$ cat config.mk
export PLATFORM = sky130hd
export DESIGN_NAME = rtl_operand_queue_flat
export DESIGN_NICKNAME = d
export VERILOG_FILES = /design/src/rtl/rtl_operand_queue_if.sv /design/src/rtl/rtl_operand_queue.sv /design/src/flat_wrapper.sv
export SDC_FILE = /design/constraint.sdc
export NUM_CORES = 1
export LEC_CHECK = 0
export ABC_AREA = 1
export BUFFER_PORTS_ARGS = -buffer_cell sky130_fd_sc_hd__buf_2
export CAP_MARGIN = 20
export CORE_MARGIN = 2
export CORE_UTILIZATION = 50
export CTS_CLUSTER_SIZE = 10
export DETAILED_ROUTE_END_ITERATION = 12
export PLACE_DENSITY = 0.71
export SYNTH_ARGS = -nofsm -noshare
export SYNTH_HDL_FRONTEND = slang
export SYNTH_SLANG_ARGS = --single-unit
$ cat constraint.sdc
create_clock -name CLK -period 2.45 [get_ports CLK]
set_input_delay 0.1225 -clock CLK [delete_from_list [all_inputs] [get_ports CLK]]
set_output_delay 0.1225 -clock CLK [all_outputs]
set_load 0.05 [all_outputs]
$ cat src/rtl/rtl_operand_queue_if.sv
// Ready/valid operand channels for rtl_operand_queue: producer-side enqueue
// and consumer-side dequeue of (in1, in2) pairs.
interface rtl_operand_queue_if #(
  parameter int WIDTH = 4
);
  logic             enq_valid;
  logic             enq_ready;
  logic [WIDTH-1:0] enq_in1;
  logic [WIDTH-1:0] enq_in2;
  logic             deq_valid;
  logic             deq_ready;
  logic [WIDTH-1:0] deq_in1;
  logic [WIDTH-1:0] deq_in2;

  // Environment side: drives the producer data and the consumer ready
  modport master (
    output enq_valid, enq_in1, enq_in2, deq_ready,
    input  enq_ready, deq_valid, deq_in1, deq_in2
  );

  // Queue side
  modport slave (
    input  enq_valid, enq_in1, enq_in2, deq_ready,
    output enq_ready, deq_valid, deq_in1, deq_in2
  );
endinterface

$ cat src/rtl/rtl_operand_queue.sv
// DEPTH-entry circular FIFO of operand pairs feeding the foo_RTL stage, with
// occupancy and a saturating producer-stall counter for debug.
module rtl_operand_queue #(
  parameter int WIDTH     = 4,
  parameter int DEPTH     = 4,
  parameter int CNT_WIDTH = 8
) (
  input  logic                       CLK,
  input  logic                       RESET,
  rtl_operand_queue_if.slave         io,
  output logic [$clog2(DEPTH):0]     count,
  output logic [CNT_WIDTH-1:0]       stall_cycles
);
  localparam int PW = $clog2(DEPTH);
  localparam int CW = PW + 1;
  localparam logic [CW-1:0]        FULL_CNT  = CW'(DEPTH);
  localparam logic [CNT_WIDTH-1:0] STALL_MAX = '1;

  logic [2*WIDTH-1:0]   mem_q [DEPTH];
  logic [2*WIDTH-1:0]   mem_d [DEPTH];
  logic [PW-1:0]        wr_ptr_q, wr_ptr_d;
  logic [PW-1:0]        rd_ptr_q, rd_ptr_d;
  logic [CW-1:0]        count_q, count_d;
  logic [CNT_WIDTH-1:0] stall_q, stall_d;

  logic enq_fire;
  logic deq_fire;

  // Readiness comes only from registered occupancy, so a full queue refuses
  // an enqueue even when a dequeue fires in the same cycle.
  always_comb begin
    io.enq_ready = !RESET && (count_q != FULL_CNT);
    io.deq_valid = !RESET && (count_q != '0);
    if (io.deq_valid) begin
      io.deq_in1 = mem_q[rd_ptr_q][2*WIDTH-1:WIDTH];
      io.deq_in2 = mem_q[rd_ptr_q][WIDTH-1:0];
    end else begin
      io.deq_in1 = '0;
      io.deq_in2 = '0;
    end
  end

  assign enq_fire     = io.enq_valid && io.enq_ready;
  assign deq_fire     = io.deq_valid && io.deq_ready;
  assign count        = count_q;
  assign stall_cycles = stall_q;

  always_comb begin
    mem_d    = mem_q;
    wr_ptr_d = wr_ptr_q;
    rd_ptr_d = rd_ptr_q;
    count_d  = count_q;
    stall_d  = stall_q;

    if (enq_fire) begin
      mem_d[wr_ptr_q] = {io.enq_in1, io.enq_in2};
      wr_ptr_d        = wr_ptr_q + PW'(1);
    end
    if (deq_fire) begin
      rd_ptr_d = rd_ptr_q + PW'(1);
    end

    case ({enq_fire, deq_fire})
      2'b10:   count_d = count_q + CW'(1);
      2'b01:   count_d = count_q - CW'(1);
      default: count_d = count_q;
    endcase

    if (io.enq_valid && !io.enq_ready && (stall_q != STALL_MAX)) begin
      stall_d = stall_q + CNT_WIDTH'(1);
    end
  end

  // Storage is left untouched on reset; emptiness is tracked by count alone.
  always_ff @(posedge CLK) begin
    if (RESET) begin
      wr_ptr_q <= '0;
      rd_ptr_q <= '0;
      count_q  <= '0;
      stall_q  <= '0;
    end else begin
      mem_q    <= mem_d;
      wr_ptr_q <= wr_ptr_d;
      rd_ptr_q <= rd_ptr_d;
      count_q  <= count_d;
      stall_q  <= stall_d;
    end
  end
endmodule

$ cat src/flat_wrapper.sv
// flat-port wrapper written by rule: the top's interface ports become plain ports
module rtl_operand_queue_flat 
#(
  parameter int WIDTH     = 4,
  parameter int DEPTH     = 4,
  parameter int CNT_WIDTH = 8
)
  (CLK, RESET, count, stall_cycles, io_enq_valid, io_enq_in1, io_enq_in2, io_deq_ready, io_enq_ready, io_deq_valid, io_deq_in1, io_deq_in2);
  rtl_operand_queue_if #(.WIDTH(WIDTH)) io_i ();
  input  logic CLK;
  input  logic RESET;
  output logic [$clog2(DEPTH):0] count;
  output logic [CNT_WIDTH-1:0] stall_cycles;
  input wire logic [$bits(io_i.enq_valid)-1:0] io_enq_valid;
  input wire logic [$bits(io_i.enq_in1)-1:0] io_enq_in1;
  input wire logic [$bits(io_i.enq_in2)-1:0] io_enq_in2;
  input wire logic [$bits(io_i.deq_ready)-1:0] io_deq_ready;
  output wire logic [$bits(io_i.enq_ready)-1:0] io_enq_ready;
  output wire logic [$bits(io_i.deq_valid)-1:0] io_deq_valid;
  output wire logic [$bits(io_i.deq_in1)-1:0] io_deq_in1;
  output wire logic [$bits(io_i.deq_in2)-1:0] io_deq_in2;
  assign io_i.enq_valid = io_enq_valid;
  assign io_i.enq_in1 = io_enq_in1;
  assign io_i.enq_in2 = io_enq_in2;
  assign io_i.deq_ready = io_deq_ready;
  assign io_enq_ready = io_i.enq_ready;
  assign io_deq_valid = io_i.deq_valid;
  assign io_deq_in1 = io_i.deq_in1;
  assign io_deq_in2 = io_i.deq_in2;
  rtl_operand_queue #(.WIDTH(WIDTH), .DEPTH(DEPTH), .CNT_WIDTH(CNT_WIDTH)) u_core (.CLK(CLK), .RESET(RESET), .io(io_i), .count(count), .stall_cycles(stall_cycles));
endmodule
==> results.toml <==
[run_status]
status = "finished, final reports clean"

[yosys]
netlist-cell-type-count = 25
syn_area_mm2 = 0.00219
synth_cells = 239
ys_seq_area_share_pct = 57.5
synth_warnings = 0
syn_nets = 258
avgSynthCellArea_um2 = 9.18
ys_ff_latch = 47

[global_routing]
grt-ovfl-total = 0
antenna_found_initial = 0
track_usage_pct = 17.5
grt_pass1_wl_um = 6630
grt_max_degree = 20
grt_pass1_vias = 1479

[critical_path]
critPathBufInv = 2
cp_data_required_time_ns = 2.33
path_class = "register to output pin"
path_cells = "inv_2, o21ai_0, a21oi_1, buf_2"
critPathMaxFanout = 19
slowest_delay_ns = 0.76
cp-end-kind = "output pin"
slowest_stage = "dfxtp_1"
critPathLaunchType = "register"
cp_top_family = "flip-flops"
arrival_ns = 1.94

[drt]
firstDrtPassIters = 4
route.met2.wl_um = 1850
met3_length_um = 255
ant_nets = 0
vias = 1614
drt_wl_total_um = 3990
drc = 0
drtIter0Drc = 162
viasPerCell = 4.89
top_layer_used = "met4"
wl_met1_um = 1850
routedWlPerCell_um = 12.1

[sta]
rsz0062_at_grt = "no"
slew_headroom_pct = 54.9
setup_viol = 0
worstMarginPinSlew_ns = 0.676
finalHoldViolCount = 0
final.setup_skew_ns = 0.00629
slew_viol_final = 0
finalCritPeriodShare_pct = 84.1
final.setup.tns_ns = 0
clock.fmax_mhz = 485
min_period_ns = 2.06

[clocking]
clockRootBuffer = "clkbuf_8"
clockBufferDepth = 2
cts_sinks = 47
clkLatencyLatePin_ns = 0.30
postCtsHoldBufs = 0
path_clk_slew_ns = 0.09
cts_setup_buffers = 0
cts_buffers = 5
cts_resized = 0
cts_tree = "built"
cts-htree-levels = 2

[floorplanning]
ios = 33
start_util_pct = 51.1
die_y_um = 70.2
fp.dieW_um = 70.2
floorplan.die_area_mm2 = 0.00493
core_mm2 = 0.00429
num_rows = 24

[place]
port_buffers = 32
postPlaceCellArea_mm2 = 0.00242
place_inst = 322
gp_congestion = 0.806
hpwlAfterDp_um = 2720

[power_and_ir_drop]
peakVddDrop_v = 0.000392
totalPowerFinal_mw = 1.79
power_density_mw_per_mm2 = 706
p_leak_nw = 1.10

[cells_and_area]
num_antenna_cells = 0
final_cells = 330
final_nets = 296
final_common_cell = "nor2_1"
final_area_mm2 = 0.00253
fin_util_pct = 59.0
final_cell_mix = "nor2_1 (52), nand2_1 (33), buf_2 (32), edfxtp_1 (32), inv_1 (23)"
drive_gt1_share_pct = 22.3
n_fill_cell = 382
area_growth_pct = 15.6

[job]
drv_cap = 0

[worst_hold_path]
hold_class = "input pin to register"
cell type report:
class | count | area, um^2 | area share [%]
Inverter | 32 | 120 | 4.74
Multi-Input combinational cell | 155 | 782 | 30.8
Clock inverter | 3 | 47.5 | 1.88
Tap cell | 52 | 65.1 | 2.57
Clock buffer | 5 | 68.8 | 2.71
Sequential cell | 47 | 1260 | 49.8
Timing Repair Buffer | 36 | 190 | 7.50
Yosys cell counts (all sizes together):
cell,number,area (um^2)
o21ai,24,120
nor2,57,236
inv,31,116
a21oi,14,70.1
ha,6,75.1
nand3,12,77.6
dfxtp,15,300
xor2,1,8.76
nand2,36,148
clkinv,1,3.75
fa,1,20.0
buf,5,30.0
xnor2,1,8.76
edfxtp,32,961
nor3,1,5.00
nand4,2,12.5
metal layers:
metal | track usage [%] | up-vias
li1 | - | 853
met1 | 23.1 | 715
met2 | 27.8 | 42
met3 | 4.18 | 4
met4 | 7.26 | 0
met5 | 0 | -
through the flow:
step	hold slack [ns]	setup slack (ns)
6_report	0.0190	0.390
5_1_grt	0.0247	0.248
4_1_cts	0.00808	0.401
3_5_place_dp	0.331	0.558
3_3_place_gp	0.319	0.616
2_1_floorplan	0.192	0.341
logic make-up (layout without fill, tap and decap cells):
logic type,Yosys count,in the layout,share of synthesized area [%]
AO/OA/AOI/OAI,38,38,8.67
XOR/XNOR,2,2,0.799
adder cells (fa/ha/maj),7,7,4.34
buffers and inverters,37,76,6.84
flip-flops,47,47,57.5
AND/OR/NAND/NOR,108,108,21.8
final timing paths:
check	cells past startpoint	to	start	slack, ns
worst max-delay path	4	io_deq_in1[2]	u_core.rd_ptr_q[0]	0.39
worst min-delay path	2	u_core.wr_ptr_q[0]	RESET	0.02
worst max register to register	13	u_core.count[2]	u_core.count[1]	0.54
worst min register to register	1	u_core.count[0]	u_core.count[0]	0.49
power by group:
part	switching [mW]	internal (mW)	total, mW
clock network	0.265	0.309	0.574
logic	0.227	0.0774	0.305
registers	0.0322	0.878	0.910
sequential cells by signal, indices dropped and copies added (netlist names):
name / flops
u_core.mem_q: 32
u_core.wr_ptr_q: 2
u_core.count: 3
u_core.stall_cycles: 8
u_core.rd_ptr_q: 2
Power figures use the tool's default switching activity.
